## src/rtl/teclado_pkg.sv

```systemverilog
// rtl/teclado_pkg.sv - PS/2 Set-2 scan code constants and key code decode
package teclado_pkg;

  localparam int KC_W = 5;

  localparam logic [7:0] SC_0     = 8'h45;
  localparam logic [7:0] SC_1     = 8'h16;
  localparam logic [7:0] SC_2     = 8'h1E;
  localparam logic [7:0] SC_3     = 8'h26;
  localparam logic [7:0] SC_4     = 8'h25;
  localparam logic [7:0] SC_5     = 8'h2E;
  localparam logic [7:0] SC_6     = 8'h36;
  localparam logic [7:0] SC_7     = 8'h3D;
  localparam logic [7:0] SC_8     = 8'h3E;
  localparam logic [7:0] SC_9     = 8'h46;
  localparam logic [7:0] SC_A     = 8'h1C;
  localparam logic [7:0] SC_B     = 8'h32;
  localparam logic [7:0] SC_C     = 8'h21;
  localparam logic [7:0] SC_D     = 8'h23;
  localparam logic [7:0] SC_E     = 8'h24;
  localparam logic [7:0] SC_F     = 8'h2B;
  localparam logic [7:0] SC_ENTER = 8'h5A;
  localparam logic [7:0] SC_BKSP  = 8'h66;
  localparam logic [7:0] SC_ESC   = 8'h76;
  localparam logic [7:0] SC_E0    = 8'hE0;
  localparam logic [7:0] SC_F0    = 8'hF0;

  localparam logic [KC_W-1:0] KC_ENTER = 5'h10;
  localparam logic [KC_W-1:0] KC_BKSP  = 5'h11;
  localparam logic [KC_W-1:0] KC_ESC   = 5'h12;

  // Returns {hit, code}; prefixes and any unlisted code come back with hit = 0.
  function automatic logic [KC_W:0] sc2kc(input logic [7:0] sc);
    logic [KC_W:0] r;
    r = '0;
    case (sc)
      SC_0:     r = {1'b1, 5'h00};
      SC_1:     r = {1'b1, 5'h01};
      SC_2:     r = {1'b1, 5'h02};
      SC_3:     r = {1'b1, 5'h03};
      SC_4:     r = {1'b1, 5'h04};
      SC_5:     r = {1'b1, 5'h05};
      SC_6:     r = {1'b1, 5'h06};
      SC_7:     r = {1'b1, 5'h07};
      SC_8:     r = {1'b1, 5'h08};
      SC_9:     r = {1'b1, 5'h09};
      SC_A:     r = {1'b1, 5'h0A};
      SC_B:     r = {1'b1, 5'h0B};
      SC_C:     r = {1'b1, 5'h0C};
      SC_D:     r = {1'b1, 5'h0D};
      SC_E:     r = {1'b1, 5'h0E};
      SC_F:     r = {1'b1, 5'h0F};
      SC_ENTER: r = {1'b1, KC_ENTER};
      SC_BKSP:  r = {1'b1, KC_BKSP};
      SC_ESC:   r = {1'b1, KC_ESC};
      default:  r = '0;
    endcase
    return r;
  endfunction

endpackage

```

## src/rtl/fifo_sync.sv

```systemverilog
// rtl/fifo_sync.sv - first-word-fall-through synchronous FIFO with occupancy count
module fifo_sync #(
  parameter int WIDTH = 5,
  parameter int DEPTH = 8
) (
  input  logic                       clk,
  input  logic                       reset,
  input  logic                       wr_en,
  input  logic [WIDTH-1:0]           wr_data,
  input  logic                       rd_en,
  output logic [WIDTH-1:0]           rd_data,
  output logic                       full,
  output logic                       empty,
  output logic [$clog2(DEPTH):0]     count
);

  localparam int AW = $clog2(DEPTH);
  localparam logic [AW:0] FULL_CNT = (AW+1)'(DEPTH);

  logic [WIDTH-1:0] mem [DEPTH];
  logic [AW-1:0]    wr_ptr;
  logic [AW-1:0]    rd_ptr;
  logic             do_push;
  logic             do_pop;

  assign full    = (count == FULL_CNT);
  assign empty   = (count == '0);
  assign do_pop  = rd_en & ~empty;
  // A full FIFO still takes a write when the head leaves on the same edge.
  assign do_push = wr_en & (~full | do_pop);
  assign rd_data = empty ? '0 : mem[rd_ptr];

  always_ff @(posedge clk) begin
    if (do_push) mem[wr_ptr] <= wr_data;
  end

  always_ff @(posedge clk or posedge reset) begin
    if (reset) begin
      wr_ptr <= '0;
      rd_ptr <= '0;
      count  <= '0;
    end else begin
      if (do_push) wr_ptr <= wr_ptr + AW'(1);
      if (do_pop)  rd_ptr <= rd_ptr + AW'(1);
      case ({do_push, do_pop})
        2'b10:   count <= count + (AW+1)'(1);
        2'b01:   count <= count - (AW+1)'(1);
        default: count <= count;
      endcase
    end
  end

endmodule

```

## src/rtl/teclado_buffer.sv

```systemverilog
// rtl/teclado_buffer.sv - key release detect, scan code decode and key code queue
module teclado_buffer
  import teclado_pkg::*;
#(
  parameter int DEPTH = 8,
  parameter int CW    = KC_W
) (
  input  logic                     clk,
  input  logic                     reset,
  input  logic                     datolisto,
  input  logic [7:0]               tecla,
  output logic [CW-1:0]            key_code,
  output logic                     key_valid,
  input  logic                     key_ready,
  output logic [$clog2(DEPTH):0]   count,
  output logic                     overflow,
  input  logic                     ovf_clr,
  output logic [7:0]               unk_cnt
);

  logic          dl_q;
  logic          ev_r;
  logic [7:0]    sc_r;
  logic [KC_W:0] dec;
  logic          hit;
  logic          full;
  logic          empty;
  logic          pop;
  logic          push_req;
  logic          push_drop;

  assign dec       = sc2kc(sc_r);
  assign hit       = dec[KC_W];
  assign key_valid = ~empty;
  assign pop       = key_valid & key_ready;
  assign push_req  = ev_r & hit;
  assign push_drop = push_req & full & ~pop;

  // Stage 1: the detector's falling ready flag marks a completed release.
  always_ff @(posedge clk or posedge reset) begin
    if (reset) begin
      dl_q <= 1'b0;
      ev_r <= 1'b0;
      sc_r <= '0;
    end else begin
      dl_q <= datolisto;
      ev_r <= dl_q & ~datolisto;
      if (dl_q & ~datolisto) sc_r <= tecla;
    end
  end

  always_ff @(posedge clk or posedge reset) begin
    if (reset) begin
      overflow <= 1'b0;
    end else if (push_drop) begin
      overflow <= 1'b1;
    end else if (ovf_clr) begin
      overflow <= 1'b0;
    end
  end

  // A clear coinciding with an unmapped code restarts the count at one.
  always_ff @(posedge clk or posedge reset) begin
    if (reset) begin
      unk_cnt <= '0;
    end else if (ev_r & ~hit) begin
      if (ovf_clr)               unk_cnt <= 8'd1;
      else if (unk_cnt != 8'hFF) unk_cnt <= unk_cnt + 8'd1;
    end else if (ovf_clr) begin
      unk_cnt <= '0;
    end
  end

  fifo_sync #(
    .WIDTH (CW),
    .DEPTH (DEPTH)
  ) u_fifo (
    .clk     (clk),
    .reset   (reset),
    .wr_en   (push_req),
    .wr_data (dec[CW-1:0]),
    .rd_en   (key_ready),
    .rd_data (key_code),
    .full    (full),
    .empty   (empty),
    .count   (count)
  );

endmodule

```

## config.mk

```make
export PLATFORM = sky130hd
export DESIGN_NAME = teclado_buffer
export DESIGN_NICKNAME = d
export VERILOG_FILES = /design/src/rtl/teclado_pkg.sv /design/src/rtl/fifo_sync.sv /design/src/rtl/teclado_buffer.sv
export SDC_FILE = /design/constraint.sdc
export NUM_CORES = 1
export LEC_CHECK = 0
export CORE_MARGIN = 4
export CORE_UTILIZATION = 30
export DETAILED_ROUTE_END_ITERATION = 8
export HOLD_SLACK_MARGIN = 0.05
export PLACE_DENSITY = 0.48
export SLEW_MARGIN = 30
export SYNTH_ARGS = -nofsm -noshare
export SYNTH_HDL_FRONTEND = slang
export SYNTH_SLANG_ARGS = --single-unit
```

## constraint.sdc

```tcl
create_clock -name clk -period 5.1 [get_ports clk]
set_input_delay 0.765 -clock clk [delete_from_list [all_inputs] [get_ports clk]]
set_output_delay 0.765 -clock clk [all_outputs]
set_load 0.02 [all_outputs]
```

# Word-level counts from Yosys, hierarchy flattened
# Memories as Yosys holds them, arrays and structs flattened.
# Cells that the tools add are included.
[totals]
mem_count = 1
ff_bits = 29
out_inout_bits = 19
ram_bits = 40
word_cells = 67
inputBits = 13
[mem_list]
columns = ["memory", "words", "width", "read_ports", "rd_ports_with_merged_regs", "write_ports", "line", "source"]
rows = [
  ["u_fifo.mem", 8, 5, 1, 0, 1, "fifo_sync.sv:20", "logic [WIDTH-1:0] mem [DEPTH];"],
]
[classes]
n_eq_ne = 23
n_mux = 11
addsub = 5
n_bitwise = 13
reduce_logical = 6
[ops]
columns = ["operator", "count"]
rows = [
  ["$pmux W6 S19", 1],
  ["$eq A8 B6 Y1 const B", 11],
  ["$eq A8 B7 Y1 const B", 5],
  ["$mux W8", 4],
  ["$eq A8 B5 Y1 const B", 3],
  ["$add A8 B1 Y8 const B", 1],
  ["$ne A8 B8 Y1 const B", 1],
  ["$pmux W4 S2", 1],
  ["$reduce_bool A2 Y1", 4],
  ["$and A1 B1 Y1", 7],
  ["$add A3 B1 Y3 const B", 2],
  ["$mux W5", 1],
  ["$not A1 Y1", 5],
  ["$add A4 B1 Y4 const B", 1],
  ["$eq A4 B4 Y1 const B", 1],
  ["$logic_not A4 Y1", 1],
  ["$mux W1", 4],
  ["$sub A4 B1 Y4 const B", 1],
  ["$eq A2 B1 Y1 const B", 1],
  ["$eq A2 B2 Y1 const B", 1],
  ["$reduce_and A2 Y1", 1],
  ["$or A1 B1 Y1", 1],
]

# Depth between registers and ports, before layout
[logic_depth]
ltp_word = 7
depth_mapped = 13
ltp_nobuf = 10

# By module
# From an unflattened synthesis, not the netlist that was laid out.
[unflattened]
cells_unflattened = 313
hier_area_um2 = 3656.0
[modules_own_cells]
columns = ["module", "area_each_um2", "instances", "cells_each", "seq_area_each_um2"]
rows = [
  ["fifo_sync", 2245.9, 1, 146, 1451.4],
  ["teclado_buffer", 1410.1, 1, 167, 475.5],
]

# Worst setup path after synthesis
# No wires, ideal clock.
[synth_timing]
path_kind = "reg-to-reg"
startpoint = "register sc_r[3]"
endpoint = "register u_fifo.count[2]"
path_buffers = 1
arrival_time_ns = 3.459
required_time_ns = 4.976
period_less_slack_ns = 3.583
path_stages_with_launch = 12
slack_ns = 1.517
setup_time_ns = 0.124
cell_sequence = "dfrtp_1 nand3b_1 a2111oi_0 nand4b_2 o31ai_2 clkbuf_1 nand2_1 xnor2_1 ha_1 or3_1 mux2_2 a211o_1"
[synth_between]
elab_chain_len = 6
elab_cells_between_ends = 26
classes_between = "21 x eq/ne; 2 x mux; 2 x bitwise; 1 x reduce/logical"
[synth_lines]
columns = ["item", "line", "source"]
rows = [
  ["start, declared", "teclado_buffer.sv:23", "logic [7:0] sc_r;"],
  ["start signal, assigned", "teclado_buffer.sv:48", "if (dl_q & ~datolisto) sc_r <= tecla;"],
  ["$eq A8 B7 Y1, or another cell as far along", "teclado_pkg.sv:36", "case (sc)"],
  ["$pmux W6 S19 (*)", "teclado_pkg.sv:36", ""],
  ["$and A1 B1 Y1 (*)", "teclado_buffer.sv:36", "assign push_req = ev_r & hit;"],
  ["$and A1 B1 Y1 (*)", "fifo_sync.sv:30", "assign do_push = wr_en & (~full | do_pop);"],
  ["$eq A2 B1 Y1 / $eq A2 B2 Y1 (equally long branches)", "fifo_sync.sv:45", "case ({do_push, do_pop})"],
  ["$pmux W4 S2 / $reduce_bool A2 Y1 (equally long branches)", "-", ""],
  ["end signal, assigned", "fifo_sync.sv:46", "2'b10: count <= count + (AW+1)'(1);"],
  ["end signal, assigned", "fifo_sync.sv:47", "2'b01: count <= count - (AW+1)'(1);"],
  ["end signal, assigned", "fifo_sync.sv:48", "default: count <= count;"],
  ["end, declared", "fifo_sync.sv:14", "output logic [$clog2(DEPTH):0] count"],
]
# Every way passes the cells marked *; elsewhere a longest branch is shown, timed or not.
# A chain may end at the register's enable or synchronous reset.

# Final worst setup path
[layout_timing]
startpoint = "register sc_r[4]"
endpoint = "memory u_fifo.mem[3][4], enable pin"
[layout_between]
elab_chain_len = 6
elab_cells_between_ends = 24
classes_between = "19 x eq/ne; 3 x mux; 2 x bitwise"
[layout_lines]
columns = ["item", "line", "source"]
rows = [
  ["$eq A8 B7 Y1, or another cell as far along", "teclado_pkg.sv:36", ""],
  ["$pmux W6 S19 (*)", "teclado_pkg.sv:36", ""],
  ["$and A1 B1 Y1 (*)", "teclado_buffer.sv:36", ""],
  ["$and A1 B1 Y1 (*)", "fifo_sync.sv:30", ""],
  ["$mux W1 (*)", "fifo_sync.sv:34", "if (do_push) mem[wr_ptr] <= wr_data;"],
  ["$mux W1 (implied by the code) (*)", "fifo_sync.sv:34", ""],
  ["end, declared", "fifo_sync.sv:20", ""],
]
# Marks and branches as above.

==> summary.txt <==
Drt
  – Wire length per cell: roughly 16 µm
  – Pre-antenna DRT Iters: 4
  – Total routed wirelength: around 7300 µm
  – Via density: ~5
  – Final ANT Viol Nets: 0
  – Starting DRC count in detailed routing: just over 80
  – Vias: 2322
  – Drc violations: 0

Synthesis
  – Synth cell types: 62
  – Cells after Synth: between 200 and 300
  – Post-synthesis xor/xnor area fraction: 0.0175
  – #FFs+latches synth: roughly 70
  – FFs w/ async S/R, synth: 0.420
  – Multiplexer share of the synthesized area: 0.110
  – Sequential area share after synthesis: 0.550
  – Synth Net Count: 295
  – Primary FF master, synth: edfxtp_1
  – Number of synthesized flops with an enable pin: 40
  – Largest family of logic cells by synthesized area: simple AND/OR/NAND/NOR gates
  – Simple-Gate Fraction of Synth Area: 0.180
  – Ys Warns: 0
  – Adder-Cell Fraction of Synth Area: 0.0143
  – Synth Area in Compound Gates: 0.0897
  – Syn avg cell area: about 13 µm²
  – Netlist Area Pre-Place: roughly 3500 µm²

Timing
  – RSZ-0062 raised after global routing: no
  – Setup WS post-layout: 1.65 ns
  – Slew at the pin closest to its max-slew limit: 0.881 ns
  – Fin. max-slew vios: 0
  – Final Setup Violations: 0
  – FMAX: 0.290 GHz
  – Tmin final: between 3 and 4 ns
  – Fin. Hold Viols: 0
  – Final Skew: between 0.01 and 0.015 ns
  – Max_slew headroom: 0.411
  – Final period util: 0.676
  – Setup TNS: 0 ns

Setup path
  – Crit path kind: reg2reg
  – Crit path DAT: between 3 and 4 ns
  – Reg2Reg Setup Slack: ~1.7 ns
  – Critical path peak fanout: 19
  – Worst EP required: between 5 and 6 ns
  – CP Capture Type: flip-flop
  – Crit start category: flip-flop

Clocking
  – Clock sink total: between 60 and 70
  – Hold buffer count at cts: 0
  – Largest buffer count on any clock path: 2
  – Clk_lat worst skew: ~0.33 ns
  – CTS resizes: 0
  – Clk Tree Root Cell: clkbuf_16
  – Num CTS Buffers: 9
  – H-tree depth: 3
  – CTS tree: done
  – Postcts setup bufs: 0
  – Clock transition at path regs: roughly 0.06 ns

Finish
  – Fillers: between 1000 and 1500
  – Final net count: 321
  – Most frequent cells in the layout: edfxtp_1 (40), clkdlybuf4s50_1 (31), dfrtp_1 (29), nor2_1 (19), nand2_1 (17)
  – Share of cells above drive strength 1: 0.146
  – Area Overhead vs Synth: 20.4%
  – Antenna cells: 0
  – Post-layout util: 0.369
  – Commonest non-fill, non-tap cell in the layout: edfxtp_1
  – Fin area: between 4000 and 5000 µm²

Hold path
  – Min-delay worst type: reg2reg

Die
  – Die H: approximately 120 µm
  – Core region area: between 10000 and 15000 µm²
  – Num ports: 32
  – Row cnt: 39
  – Die ar.: around 13000 µm²
  – Starting density of the core: 0.307
  – Die width: 116 µm

Global routing
  – Largest net degree at the start of global routing: 30
  – Total global-route track usage: 0.117
  – Initial antenna violation count: 0
  – First-pass GRT wire length: ~12000 µm
  – Vias in the first global route: around 2300
  – Grt ovf: 0

Placement
  – Placed Instance Area: about 3900 µm²
  – Routability cong.: approximately 0.75
  – IO Port Bufs: 31
  – Post-detail-place hpwl: 5070 µm
  – Dpl ws: between 1.5 and 2 ns

Pwr
  – Leak: 1.54 nW
  – Total power draw: approximately 1.9 mW
  – Pwr per Cell Area: ~450 nW/µm²
  – VDD IR max: between 0.3 and 0.4 mV

Flow run
  – Maxcap violations: 0

Status
  – Status: complete, no violations
[state kept, by name (all words and copies together), names as in the netlist]
name / count
dl_q: 1
ev_r: 1
overflow: 1
sc_r: 8
u_fifo.count: 4
u_fifo.mem: 40
u_fifo.rd_ptr: 3
u_fifo.wr_ptr: 3
unk_cnt: 8
[worst paths after layout]
kind | start | endpoint | cells past startpoint
worst max-delay path | sc_r[4] | u_fifo.mem[3][4] | 8
worst min-delay path | overflow | overflow | 1
worst max register to register | sc_r[4] | u_fifo.mem[3][4] | 8
worst min register to register | overflow | overflow | 1
max in group asynchronous | reset | sc_r[3] | 3
min in group asynchronous | reset | unk_cnt[5] | 3
[routing by layer]
layer  vias up  routed length [µm]  GRT usage
li1       1110                   -          -
met1      1164                3360      0.154
met2        44                3560      0.188
met3         4                 270     0.0371
met4         0                  54     0.0302
met5         -                   0          0
[power breakdown]
part	switching [mW]	internal [mW]	total, mW
Sequential	0.136	0.639	0.775
Combinational	0.217	0.282	0.499
Clock	0.243	0.380	0.623
Total	0.596	1.30	1.90
[Yosys cell counts, drive strengths merged, types with 3 or more instances]
master | n | area [µm²]
dfrtp | 29 | 726
o31ai | 5 | 42.5
nand3 | 7 | 35.0
nor2 | 19 | 71.3
nand3b | 6 | 45.0
and3b | 3 | 26.3
nor4 | 3 | 25.0
mux4 | 10 | 225
buf | 14 | 80.1
inv | 9 | 33.8
nand2 | 17 | 63.8
nor4bb | 5 | 50.1
o21ai | 15 | 75.1
mux2 | 9 | 101
mux2i | 6 | 60.1
nor2b | 4 | 25.0
and3 | 4 | 25.0
or4 | 5 | 41.3
nor3b | 9 | 67.6
edfxtp | 40 | 1200
nor3 | 3 | 15.0
clkbuf | 5 | 18.8
nand4b | 3 | 32.5
ha | 4 | 50.1
a21oi | 6 | 30.0
xnor2 | 5 | 43.8
[layout make-up]
type / count / area [µm²] / area share
sequential: 69 / 1930 / 0.457
multi-input combinational: 181 / 1440 / 0.343
clock inverter: 7 / 73.8 / 0.0175
timing repair buffer: 34 / 333 / 0.0790
tap: 143 / 179 / 0.0424
inverter: 9 / 33.8 / 0.00801
clock buffer: 9 / 225 / 0.0534
[through the flow]
step           cells  hold WS [ns]
2_1_floorplan    278         0.513
3_3_place_gp     436         0.489
3_5_place_dp     436         0.490
4_1_cts          452         0.503
5_1_grt          452         0.509
6_report         452         0.498
[kinds of logic (layout without fill, tap and decap cells)]
| family | after synthesis | count (layout) |
|---|---|---|
| and+or+nand+nor | 101 | 101 |
| DFF | 69 | 69 |
| AOI/OAI and AO/OA | 44 | 44 |
| buffers and inverters | 28 | 59 |
| muxes | 25 | 25 |
| xor gates and xnor gates | 7 | 7 |
| adders and majority gates | 4 | 4 |
[worst max-delay path: stages (launching register included)]
cell	delay, ns
dfrtp_1	0.69
nand4bb_1	0.16
a2111oi_1	0.37
buf_4	0.22
nand4b_2	0.16
o31ai_2	0.08
buf_4	0.19
or3b_1	0.42
nor3b_1	0.76
(Power assumes the default switching activity.)
